===== src/rtl/dma_copy.sv =====
// dma_copy: single-channel word-copy DMA engine with a register port for
// programming and a single-outstanding bus-host port for the copy itself.
module dma_copy #(
  parameter int unsigned DataWidth    = 32,
  parameter int unsigned AddressWidth = 32
) (
  input  logic                    clk_i,
  input  logic                    rst_i,
  input  logic                    cfg_req_i,
  input  logic                    cfg_we_i,
  input  logic [3:0]              cfg_be_i,
  input  logic [AddressWidth-1:0] cfg_addr_i,
  input  logic [DataWidth-1:0]    cfg_wdata_i,
  output logic                    cfg_rvalid_o,
  output logic [DataWidth-1:0]    cfg_rdata_o,
  output logic                    cfg_err_o,
  output logic                    host_req_o,
  input  logic                    host_gnt_i,
  output logic [AddressWidth-1:0] host_addr_o,
  output logic                    host_we_o,
  output logic [3:0]              host_be_o,
  output logic [DataWidth-1:0]    host_wdata_o,
  input  logic                    host_rvalid_i,
  input  logic [DataWidth-1:0]    host_rdata_i,
  input  logic                    host_err_i,
  output logic                    dma_intr_o
);

  localparam int unsigned LenWidth = 16;

  localparam logic [2:0] OffSrc    = 3'd0;
  localparam logic [2:0] OffDst    = 3'd1;
  localparam logic [2:0] OffLen    = 3'd2;
  localparam logic [2:0] OffCtrl   = 3'd3;
  localparam logic [2:0] OffStatus = 3'd4;

  typedef enum logic [2:0] {IDLE, RD_REQ, RD_WAIT, WR_REQ, WR_WAIT} state_e;

  state_e                  state_q, state_d;
  logic [AddressWidth-1:0] src_q, src_d, dst_q, dst_d;
  logic [AddressWidth-1:0] wsrc_q, wsrc_d, wdst_q, wdst_d;
  logic [LenWidth-1:0]     len_q, len_d, cnt_q, cnt_d;
  logic [DataWidth-1:0]    data_q, data_d;
  logic                    ie_q, ie_d, done_q, done_d, err_q, err_d;
  logic                    rvalid_q, rvalid_d, rerr_q, rerr_d;
  logic [DataWidth-1:0]    rdata_q, rdata_d;
  logic [2:0]              off;
  logic                    mapped, busy, start;
  logic                    unused_addr;

  assign off         = cfg_addr_i[4:2];
  assign mapped      = (off <= OffStatus);
  assign busy        = (state_q != IDLE);
  assign unused_addr = ^{cfg_addr_i[AddressWidth-1:5], cfg_addr_i[1:0]};

  // Byte-enable merge of register write data into an existing value
  function automatic logic [DataWidth-1:0] be_merge(input logic [DataWidth-1:0] old_v,
                                                    input logic [DataWidth-1:0] new_v,
                                                    input logic [3:0]           be);
    be_merge = old_v;
    for (int i = 0; i < 4; i++) begin
      if (be[i]) be_merge[i*8 +: 8] = new_v[i*8 +: 8];
    end
  endfunction

  // Register decode, copy FSM next state, and datapath next values
  always_comb begin
    state_d  = state_q;
    src_d    = src_q;
    dst_d    = dst_q;
    len_d    = len_q;
    wsrc_d   = wsrc_q;
    wdst_d   = wdst_q;
    cnt_d    = cnt_q;
    data_d   = data_q;
    ie_d     = ie_q;
    done_d   = done_q;
    err_d    = err_q;
    rvalid_d = cfg_req_i;
    rerr_d   = cfg_req_i & ~mapped;
    rdata_d  = '0;
    start    = 1'b0;

    if (cfg_req_i && mapped) begin
      if (cfg_we_i) begin
        case (off)
          OffSrc: if (!busy) begin
            src_d      = AddressWidth'(be_merge(DataWidth'(src_q), cfg_wdata_i, cfg_be_i));
            src_d[1:0] = 2'b00;
          end
          OffDst: if (!busy) begin
            dst_d      = AddressWidth'(be_merge(DataWidth'(dst_q), cfg_wdata_i, cfg_be_i));
            dst_d[1:0] = 2'b00;
          end
          OffLen: if (!busy) begin
            len_d = LenWidth'(be_merge(DataWidth'(len_q), cfg_wdata_i, cfg_be_i));
          end
          OffCtrl: if (cfg_be_i[0]) begin
            ie_d  = cfg_wdata_i[1];
            start = cfg_wdata_i[0] & ~busy;
          end
          OffStatus: if (cfg_be_i[0]) begin
            if (cfg_wdata_i[1]) done_d = 1'b0;
            if (cfg_wdata_i[2]) err_d  = 1'b0;
          end
          default: ;
        endcase
      end else begin
        case (off)
          OffSrc:    rdata_d = DataWidth'(src_q);
          OffDst:    rdata_d = DataWidth'(dst_q);
          OffLen:    rdata_d = DataWidth'(len_q);
          OffCtrl:   rdata_d = DataWidth'({ie_q, 1'b0});
          OffStatus: rdata_d = DataWidth'({err_q, done_q, busy});
          default:   rdata_d = '0;
        endcase
      end
    end

    // Hardware updates come after the W1C so a same-cycle set wins
    case (state_q)
      IDLE: if (start) begin
        if (len_q != '0) begin
          wsrc_d  = src_q;
          wdst_d  = dst_q;
          cnt_d   = len_q;
          done_d  = 1'b0;
          err_d   = 1'b0;
          state_d = RD_REQ;
        end else begin
          done_d = 1'b1;
        end
      end
      RD_REQ: if (host_gnt_i) state_d = RD_WAIT;
      RD_WAIT: if (host_rvalid_i) begin
        if (host_err_i) begin
          err_d   = 1'b1;
          done_d  = 1'b1;
          state_d = IDLE;
        end else begin
          data_d  = host_rdata_i;
          state_d = WR_REQ;
        end
      end
      WR_REQ: if (host_gnt_i) state_d = WR_WAIT;
      WR_WAIT: if (host_rvalid_i) begin
        if (host_err_i) begin
          err_d   = 1'b1;
          done_d  = 1'b1;
          state_d = IDLE;
        end else begin
          wsrc_d = wsrc_q + AddressWidth'(4);
          wdst_d = wdst_q + AddressWidth'(4);
          cnt_d  = cnt_q - LenWidth'(1);
          if (cnt_q == LenWidth'(1)) begin
            done_d  = 1'b1;
            state_d = IDLE;
          end else begin
            state_d = RD_REQ;
          end
        end
      end
      default: state_d = IDLE;
    endcase
  end

  // State and register update with synchronous reset
  always_ff @(posedge clk_i) begin
    if (rst_i) begin
      state_q  <= IDLE;
      src_q    <= '0;
      dst_q    <= '0;
      len_q    <= '0;
      wsrc_q   <= '0;
      wdst_q   <= '0;
      cnt_q    <= '0;
      data_q   <= '0;
      ie_q     <= 1'b0;
      done_q   <= 1'b0;
      err_q    <= 1'b0;
      rvalid_q <= 1'b0;
      rerr_q   <= 1'b0;
      rdata_q  <= '0;
    end else begin
      state_q  <= state_d;
      src_q    <= src_d;
      dst_q    <= dst_d;
      len_q    <= len_d;
      wsrc_q   <= wsrc_d;
      wdst_q   <= wdst_d;
      cnt_q    <= cnt_d;
      data_q   <= data_d;
      ie_q     <= ie_d;
      done_q   <= done_d;
      err_q    <= err_d;
      rvalid_q <= rvalid_d;
      rerr_q   <= rerr_d;
      rdata_q  <= rdata_d;
    end
  end

  // Host port driven from registered state; quiet (all zero) when not requesting
  assign host_req_o   = (state_q == RD_REQ) || (state_q == WR_REQ);
  assign host_we_o    = (state_q == WR_REQ);
  assign host_be_o    = host_req_o ? 4'hF : 4'h0;
  assign host_addr_o  = (state_q == RD_REQ) ? wsrc_q :
                        (state_q == WR_REQ) ? wdst_q : '0;
  assign host_wdata_o = (state_q == WR_REQ) ? data_q : '0;

  assign cfg_rvalid_o = rvalid_q;
  assign cfg_err_o    = rerr_q;
  assign cfg_rdata_o  = rdata_q;
  assign dma_intr_o   = done_q & ie_q;

endmodule


===== config.mk =====
export PLATFORM = sky130hd
export DESIGN_NAME = dma_copy
export DESIGN_NICKNAME = d
export VERILOG_FILES = /design/src/rtl/dma_copy.sv
export SDC_FILE = /design/constraint.sdc
export NUM_CORES = 1
export LEC_CHECK = 0
export CORE_ASPECT_RATIO = 1.1
export CORE_MARGIN = 5
export CORE_UTILIZATION = 49
export CTS_CLUSTER_DIAMETER = 150
export DETAILED_ROUTE_END_ITERATION = 8
export PLACE_DENSITY_LB_ADDON = 0.15
export SYNTH_ARGS = -nofsm -noshare
export SYNTH_HDL_FRONTEND = slang
export SYNTH_SLANG_ARGS = --single-unit

===== constraint.sdc =====
create_clock -name clk_i -period 2.4 [get_ports clk_i]
set_input_delay 0.48 -clock clk_i [delete_from_list [all_inputs] [get_ports clk_i]]
set_output_delay 0.48 -clock clk_i [all_outputs]
set_load 0.02 [all_outputs]

* Yosys cells after proc, flatten, opt, wreduce, memory -nomap -nowiden *
Cells that the tools add are included.
W data, S select, Z words.

cells by class
  bitwise gates (word level) = 7
  order comparisons = 1
  muxes and demuxes = 57
  add/sub/neg operators = 3
  reduce and logical (&&, ||, !) cells = 23
  equality and inequality tests = 16

operators with widths
  cell                     count
  $mux W32                 11
  $pmux W32 S5             1
  $pmux W32 S2             2
  $add A32 B3 Y32 const B  2
  $mux W16                 4
  $reduce_and A5 Y1        11
  $pmux W16 S2             1
  $mux W1                  27
  $mux W3                  6
  $eq A16 B1 Y1 const B    1
  $reduce_bool A16 Y1      1
  $sub A16 B1 Y16 const B  1
  $pmux W3 S5              1
  $ne A2 B2 Y1 const B     7
  $eq A3 B2 Y1 const B     4
  $eq A3 B1 Y1 const B     2
  $eq A3 B3 Y1 const B     2
  $logic_not A3 Y1         2
  $reduce_and A6 Y1        1
  $mux W4                  1
  $not A1 Y1               4
  $reduce_and A4 Y1        1
  $and A1 B1 Y1            3
  $le A3 B3 Y1 const B     1
  10 further kinds         10

storage, ports and cells
  output and inout port bits = 105
  logic and storage cells = 128
  bits in registers = 228

* Longest topological paths before layout *
  depth after elaboration = 9
  mapped depth = 9
  gate-level depth less buffers = 6

* Worst setup path before layout *
OpenSTA, ideal clock, no wires.

  path kind = register to output
  start point = reg state_q[1]
  end point = out host_addr_o[23]
  path slack = 0.073 ns
  arrival time = 1.847 ns
  stages on the path, launching flop included = 6
  buffers on the path = 3
  path through = dfxtp_1 > clkbuf_1 > clkbuf_1 > buf_1 > mux2i_1 > nor2_1

between the ends
  word-level cells in the longest chain between the ends = 3
  elaborated cells between the ends (all ways) = 4
  classes of those cells = eq/ne (2); mux (2)

ends and longest elaborated chain
  item                      RTL line  text
  start: declaration        39        state_e state_q, state_d;
  start signal: assignment  185       state_q <= state_d;
  $eq A3 B2 Y1              207       (state_q == WR_REQ) ? wdst_q : '0;
  $mux W32                  207
  $mux W32 (*)              206       assign host_addr_o = (state_q == RD_REQ) ? wsrc_q :
  end: declaration          19        output logic [AddressWidth-1:0] host_addr_o,

Mark *: on every way between the ends. The rest lies on a longest branch, timed or not.

* Final worst setup path *
  start point = reg state_q[1]
  end point = out host_addr_o[6]

Same word-level chain as after synthesis.

==> reports/qor.yml <==
outcome:
  status: "finished, final reports clean"
worst_setup_path:
  cp_cell_sequence: "buf_12 -> buf_12 -> mux2i_1 -> nor2_1 -> dlygate4sd2_1"
  required_ns: 1.92
  crit_slowest_cell: "dfxtp_4"
  end_kind: "output port"
  path_common_cell: "buf_12"
  cp_data_arrival_time_ns: 1.83
  cp_max_fo: 15
  crit_type: "reg -> out"
  critPathMaxStageDelay_ns: 0.41
  start_kind: "register"
  rrSetupSlack_ns: 0.14
drt:
  vias: 11600
  drtPass1Iterations: 6
  drtIter0Drc: 991
  routed_via_density: 5.97
  drt_wl_total_um: 35700
  antenna_left: 0
  routedWlPerCell_um: 18.3
  drc_errors: 0
floorplanning:
  rows: 58
  coreArea_um2: 22600
  ioPinCount: 212
  die-area_um2: 25900
  start_util_pct: 49.3
  dieHeight_um: 168
  fp.dieW_um: 154
place:
  portBuffers: 180
  place_ws_ns: -0.0936
  gp_congestion: 0.929
  dpl.hpwl_um: 24500
yosys:
  synthFlopType: "dfxtp_1"
  synth_warnings: 0
  yosysTopAreaCell: "dfxtp_1"
  synthCells: 1476
  synth_seq_cells: 224
  synthArstFlopShare_pct: 0
  synth_seq_area_share_pct: 40.2
  synth_area_um2: 11200
  synth.distinct_cells: 74
  synth_edf_count: 0
  synth_top_area_share_pct: 40.2
  avgSynthCellArea_um2: 7.56
  synthTopCellsByArea: "dfxtp_1 40%, a21oi_1 8.5%, nand2_1 8.4%"
layout:
  final_core_util_pct: 63.6
  area_growth_pct: 29.0
  final_nets: 1744
  n_antenna_cell: 0
  mostFrequentLayoutCell: "nand2_1"
  layout_common_cells: "251 x nand2_1, 223 x dfxtp_1, 190 x a21oi_1, 148 x nor2_1, 111 x clkdlybuf4s50_1"
  drive_gt1_share_pct: 8.68
global_routing:
  antenna_found_initial: 0
  grt_pass1_vias: 10700
  grt-ovfl-total: 0
  grt_pass1_wl_um: 57000
  grt_max_degree: 100
  grt_usage_pct: 26.3
cts:
  cts_buffer_depth: 3
  tritoncts: "yes"
  htree_levels: 1
  cts_root_buffer: "clkbuf_16"
  worst_skew_pair.late_latency_ns: 0.51
  clk_pin_slew_ns: 0.06
  clock-sinks: 224
  hold_buffers: 0
  cts_buffers: 24
job:
  maxCapViolCount: 0
timing:
  slew_violations: 0
  fin_crit_sh_pct: 96.4
  setup_violations: 0
  fin_worst_skew_ns: 0.0131
  grt_setup_unrepaired: "no"
  finalHoldViolCount: 0
  slew_headroom_pct: 60.2
  worst_slack_ns: 0.0864
  max_slew.worst_pin.slew_ns: 0.591
  layout_min_cycle_time_ns: 2.31
  fmax_mhz: 432
power:
  powerDensity_nw_per_um2: 529
  p_leak_nw: 5.27
  peakVddDrop_mv: 0.456
hold_path:
  hold_class: "in -> reg"
## state kept, by name, indices dropped and copies added, names as in the netlist
| signal | flops |
|---|---|
| cfg_rdata_o | 32 |
| data_q | 32 |
| dst_q | 30 |
| src_q | 30 |
| wdst_q | 30 |
| wsrc_q | 30 |
| cnt_q | 16 |
| len_q | 16 |
| state_q | 3 |
| cfg_err_o | 1 |
| cfg_rvalid_o | 1 |
| done_q | 1 |
| err_q | 1 |
| ie_q | 1 |
## critical path, delay by kind of cell, from the launching register on
family	cells	cell delay [ns]
buf+inv	3	0.67
flops	1	0.41
mux	1	0.17
simple gates	1	0.05
## final cells by class
cell class,instances,area (um2)
Inverter,13,48.8
Timing Repair Buffer,262,2550
Sequential cell,224,4490
Clock buffer,37,711
Multi-Input combinational cell,1108,6200
Tap cell,300,375
Clock inverter,4,20.0
Fill cell,2032,8240
## stage by stage
stage / setup TNS [ns] / hold WS (ns) / power (mW) / instance area [um2] / cells
finish: 0 / 0.263 / 7.62 / 14400 / 1948
global route: 0 / 0.244 / 7.87 / 14400 / 1948
CTS: -0.195 / 0.245 / 7.68 / 14300 / 1946
detailed placement: -0.506 / 0.443 / 4.21 / 13600 / 1904
global placement: -0.262 / 0.437 / 4.21 / 13600 / 1904
floorplan: 0 / 0.432 / 3.98 / 11200 / 1477
## what timing repair did
action                     4_1_cts  5_1_grt
setup endpoints to repair       68       24
pin swaps                        0        1
gates resized for setup         73        8
gates cloned                     1        0
buffers inserted                 0        2
## cell families (layout without fill, tap and decap cells)
logic type / after synthesis / count (layout) / share of synthesized area [%]
DFF: 224 / 224 / 40.2
adders and majority gates: 4 / 4 / 0.448
other: 1 / 2 / 0.0336
buffers and inverters: 145 / 316 / 5.13
muxes: 62 / 62 / 5.57
xor gates and xnor gates: 2 / 2 / 0.157
and+or+nand+nor: 648 / 648 / 26.9
AOI/OAI and AO/OA: 390 / 390 / 21.6
## power breakdown
part	leakage, nW	internal (mW)	switching (mW)
clock network	0.362	2.02	1.47
logic	3.11	0.177	0.212
registers	1.81	3.73	0.0120
## worst paths after layout
| path | end | cells after the start | from |
|---|---|---|---|
| setup / recovery | host_addr_o[6] | 5 | state_q[1] |
| hold reg to reg | data_q[18] | 2 | data_q[18] |
| hold / removal | cfg_rvalid_o | 2 | rst_i |
| setup reg to reg | wsrc_q[16] | 8 | len_q[12] |
## synthesized netlist by cell type (8+ instances only)
library cell	instances
nand3_1	87
nand4_1	24
mux2i_1	61
o31ai_1	8
buf_1	9
a21o_1	10
and3_1	41
o21ai_1	16
o21ai_0	36
a21oi_1	190
o32ai_1	16
dfxtp_1	224
a31oi_1	26
nor2_1	148
nor3_1	28
a22oi_1	20
nor4_1	12
clkbuf_1	112
o31a_1	8
inv_1	12
nand2_1	251
## metal layers
metal | vias to the layer above | GRT usage [%] | part of all wire, %
met1 | 5474 | 35.5 | 43
met2 | 510 | 42.7 | 46
met3 | 53 | 4.76 | 8.3
li1 | 5587 | - | -
met5 | - | 0 | 0
met4 | 0 | 8.37 | 2.6
(Power assumes the default switching activity.)
